## config.mk

```make
export PLATFORM = sky130hd
export DESIGN_NAME = serial_slt
export DESIGN_NICKNAME = d
export VERILOG_FILES = /design/src/rtl/slt_pkg.sv /design/src/rtl/slt_bit_slice.sv /design/src/rtl/serial_slt.sv
export SDC_FILE = /design/constraint.sdc
export NUM_CORES = 1
export LEC_CHECK = 0
export ABC_AREA = 1
export BUFFER_PORTS_ARGS = -buffer_cell sky130_fd_sc_hd__buf_2
export CORE_ASPECT_RATIO = 1.4
export CORE_MARGIN = 4
export CORE_UTILIZATION = 57
export CTS_CLUSTER_DIAMETER = 150
export CTS_CLUSTER_SIZE = 40
export DETAILED_ROUTE_END_ITERATION = 6
export GPL_ROUTABILITY_DRIVEN = 0
export PLACE_DENSITY = 0.82
export SLEW_MARGIN = 10
export SYNTH_ARGS = -nofsm -noshare
export SYNTH_HDL_FRONTEND = slang
export SYNTH_SLANG_ARGS = --single-unit
```

## constraint.sdc

```tcl
create_clock -name clk -period 2.55 [get_ports clk]
set_clock_uncertainty 0.2 [all_clocks]
set_input_delay 0.6375 -clock clk [delete_from_list [all_inputs] [get_ports clk]]
set_output_delay 0.6375 -clock clk [all_outputs]
set_load 0.02 [all_outputs]
```

## src/rtl/slt_pkg.sv

```systemverilog
// Shared definitions for the bit-serial set-less-than unit: FSM encodings and
// the subtract carry-in.
package slt_pkg;

  typedef enum logic [1:0] {
    StIdle = 2'd0,
    StRun  = 2'd1,
    StDone = 2'd2
  } state_e;

  // a - b is formed as a + ~b + 1, so the first slice sees carry-in 1.
  localparam logic SubCarryIn = 1'b1;

endpackage

```

## src/rtl/slt_bit_slice.sv

```systemverilog
// One-bit full adder with the B operand inverted, i.e. a single subtract slice.
module slt_bit_slice (
  input  logic a,
  input  logic b,
  input  logic cin,
  output logic sum,
  output logic cout
);

  logic w_nb;

  assign w_nb = ~b;
  assign sum  = a ^ w_nb ^ cin;
  assign cout = (a & w_nb) | (a & cin) | (w_nb & cin);

endmodule

```

## src/rtl/serial_slt.sv

```systemverilog
// Bit-serial signed a < b: one subtract slice per cycle, LSB first, W cycles per compare.
// Define SERIAL_SLT_DIFF_EN to also expose the full a - b difference on port diff.
module serial_slt
  import slt_pkg::*;
#(
  parameter int unsigned W = 8
) (
  input  logic         clk,
  input  logic         reset,
  input  logic         in_valid,
  output logic         in_ready,
  input  logic [W-1:0] a,
  input  logic [W-1:0] b,
  output logic         out_valid,
  input  logic         out_ready,
  output logic         slt,
  output logic         overflow,
  output logic         busy
`ifdef SERIAL_SLT_DIFF_EN
  ,
  output logic [W-1:0] diff
`endif
);

  localparam int unsigned CntW = (W > 1) ? $clog2(W) : 1;

  state_e         r_state;
  state_e         w_state_next;
  logic [W-1:0]   r_a;
  logic [W-1:0]   r_b;
  logic           r_carry;
  logic [CntW-1:0] r_cnt;
  logic           r_slt;
  logic           r_ovf;
  logic           w_sum;
  logic           w_cout;
  logic           w_accept;
  logic           w_run;
  logic           w_last;

  slt_bit_slice u_slice (
    .a   (r_a[0]),
    .b   (r_b[0]),
    .cin (r_carry),
    .sum (w_sum),
    .cout(w_cout)
  );

  assign w_accept = (r_state == StIdle) && in_valid;
  assign w_run    = (r_state == StRun);
  assign w_last   = (r_cnt == CntW'(W - 1));

  always_ff @(posedge clk or posedge reset) begin
    if (reset) begin
      r_state <= StIdle;
    end else begin
      r_state <= w_state_next;
    end
  end

  always_comb begin
    w_state_next = r_state;
    in_ready     = 1'b0;
    out_valid    = 1'b0;
    busy         = 1'b1;
    unique case (r_state)
      StIdle: begin
        in_ready = 1'b1;
        busy     = 1'b0;
        if (in_valid) w_state_next = StRun;
      end
      StRun: begin
        if (w_last) w_state_next = StDone;
      end
      StDone: begin
        out_valid = 1'b1;
        if (out_ready) w_state_next = StIdle;
      end
      default: begin
        w_state_next = StIdle;
      end
    endcase
  end

  always_ff @(posedge clk or posedge reset) begin
    if (reset) begin
      r_a     <= '0;
      r_b     <= '0;
      r_carry <= 1'b0;
      r_cnt   <= '0;
      r_slt   <= 1'b0;
      r_ovf   <= 1'b0;
    end else if (w_accept) begin
      r_a     <= a;
      r_b     <= b;
      r_carry <= SubCarryIn;
      r_cnt   <= '0;
    end else if (w_run) begin
      r_a     <= r_a >> 1;
      r_b     <= r_b >> 1;
      r_carry <= w_cout;
      r_cnt   <= r_cnt + CntW'(1);
      // Sign bit: true sign of a - b is the raw sum bit corrected by overflow.
      if (w_last) begin
        r_ovf <= r_carry ^ w_cout;
        r_slt <= w_sum ^ (r_carry ^ w_cout);
      end
    end
  end

  assign slt      = r_slt;
  assign overflow = r_ovf;

`ifdef SERIAL_SLT_DIFF_EN
  logic [W-1:0] r_diff;

  always_ff @(posedge clk or posedge reset) begin
    if (reset) begin
      r_diff <= '0;
    end else if (w_run) begin
      r_diff <= {w_sum, r_diff[W-1:1]};
    end
  end

  assign diff = r_diff;
`endif

endmodule

```

==> metrics.csv <==
metric,value,unit
area added between synthesis and finish,11.12,%
I/O Buffers,24,
first-pass GRT wire length,3995,um
Worst Max-Slew Pin Slew,604.1,ps
layout cells sized above 1,33.33,%
"Hold-fix buffers, CTS",0,
pwr dens,1065,mW/mm^2
Resize count post-CTS,0,
root buffer cell,clkbuf_4,
initial antenna violation count,0,
first-pass detailed-route iteration total,4,
syn nets,159,
Setup Crit Path Kind,register to output pin,
"Distinct cells, synth",19,
Max-Cap Viols,0,
sequential share of the synthesized area,48.53,%
crit path launch type,register,
register area,600.6,sq um
WL final,2242,um
Post-DRT Antenna Nets,0,
Max-Slew Margin vs Limit,59.57,%
worst-skew pair later-pin latency,320,ps
1st-iter DRT viols,26,
die area,0.002991,sq mm
multi-input combinational cell area,543.0,sq um
endpoint class of the critical path,output pin,
CP Max Fanout,6,
Reg2Reg Depth,5,
vias in the first global route,967,
Die W,47.38,um
period utilization,78.68,%
Die Y,63.13,um
fin. max-slew vios,0,
RSZ-0062 raised after global routing,false,
Worst EP arrival,1170,ps
CP required,1710,ps
Util after Layout,68.05,%
Initial Util,61.24,%
GRT Util Overall,18.06,%
f_max,498.4,MHz
Tmin final,2006,ps
Max Buffers Root-to-Sink,2,
# setup viols final,0,
#FFs+latches synth,24,
"Avg Cell Area, Syn",9.166,sq um
Peak VDD IR,0.6512,mV
Leak,0.0007485,uW
Core Area,0.002021,sq mm
H-tree depth,1,
Syn Std Cell Area,0.001237,sq mm
dpl hpwl,1647,um
"Remaining Overflow, GRT",0,
clock slew at reported path FFs,130,ps
CTS tree,built,
Nets,184,
wire per inst,12.46,um
Ys Warns,0,
IO Count,25,
post-CTS setup buffer count,0,
largest net degree at the start of global routing,25,
vias per inst,5.389,
via count,970,
row count,19,
DRC Markers,0,
n_diodes,0,
HP Class,input pin to asynchronous set/reset pin,
Clock Sinks,24,
cells after synthesis,135,
Fillers,171,
setup_tns,0,ps
number of buffers created by CTS,3,
status,"complete, no violations",
Hold Fails Final Rpt,0,
[synth_stat cells]
library cell | number | area (sq um)
inv_1 | 7 | 26.28
fa_1 | 2 | 40.04
nor2_4 | 2 | 22.52
nand2_1 | 41 | 153.9
inv_2 | 2 | 7.510
o31ai_1 | 1 | 7.510
o21ai_4 | 1 | 16.27
buf_2 | 2 | 10.01
nor2_1 | 2 | 7.510
buf_6 | 2 | 22.52
buf_4 | 1 | 7.510
ha_1 | 2 | 25.02
dfrtp_1 | 24 | 600.6
nand2_2 | 12 | 75.07
o21ai_1 | 1 | 5.000
nand3_2 | 6 | 60.06
buf_12 | 1 | 20.02
o21ai_0 | 1 | 5.000
nand3_1 | 25 | 125.1
[cell usage in the layout (no fill, tap or decap)]
cell type  synthesis  final
buf_4              1      2
nor2_4             2      2
fa_1               2      2
nor2_1             2      2
nand3_2            6      6
o31ai_1            1      1
o21ai_1            1      1
inv_1              7      7
clkbuf_4           0      3
nand2_1           41     41
nand3_1           25     25
ha_1               2      2
inv_2              2      2
o21ai_4            1      1
nand2_2           12     12
clkbuf_8           0      1
dfrtp_1           24     24
o21ai_0            1      1
buf_2              2     24
[state kept, by name (all words and copies together) (netlist names)]
name	flops
r_a	8
r_b	8
r_cnt	3
r_carry	1
slt	1
overflow	1
r_state	2
[critical path, stage by stage, from the launching register on]
cell and delay, ps:
dfrtp_1 510, nor2_4 150, inv_1 40, buf_2 150
[where the power goes]
group	switching [uW]	internal (uW)
clock	111	87.3
sequential	121	532
combinational	384	229
[routing by layer]
metal / GRT usage (%) / up-vias / wire, um
met5: 0 / - / 0
met4: 8.304 / 0 / 40
met3: 2.564 / 5 / 146
met2: 27.85 / 36 / 1090
met1: 23.99 / 453 / 964
li1: - / 476 / -
[final cells by class]
| cell class | instances | share of cell area [%] |
|---|---|---|
| multi-input cells | 96 | 39.49 |
| inverters | 9 | 2.457 |
| repair buffers | 26 | 9.827 |
| clock buffers | 4 | 2.639 |
| flip-flops and latches | 24 | 43.68 |
| well taps | 21 | 1.911 |
[worst paths after layout]
kind                            startpoint         end  slack (ps)
worst min register to register         slt         slt         280
max in group asynchronous            reset  r_state[1]        1780
worst max register to register  r_state[0]    overflow         980
worst max-delay path            r_state[0]        busy         540
worst min-delay path                 reset      r_a[4]         140
min in group clk                       slt         slt         280
[kinds of logic after synthesis]
| group | Yosys count | synth area share (%) |
|---|---|---|
| flip-flops | 24 | 48.53 |
| adder cells (fa/ha/maj) | 4 | 5.258 |
| AO/OA/AOI/OAI | 4 | 2.730 |
| AND/OR/NAND/NOR | 88 | 35.90 |
| buffers and inverters | 15 | 7.584 |
[per-stage QoR]
stage | setup slack (ps) | area (sq um) | std cells | total power, uW | hold WS [ps]
after global placement | 719.8 | 1339 | 176 | 1249 | 253.1
after CTS | 533.6 | 1375 | 180 | 1481 | 138.5
final | 543.6 | 1375 | 180 | 1465 | 135.5
after global routing | 468.8 | 1375 | 180 | 1606 | 164.3
after detailed placement | 673.7 | 1339 | 176 | 1281 | 257.2
after floorplan | 745.7 | 1237 | 135 | 1177 | 252.4
No activity file was read; power rests on OpenSTA's default activity.
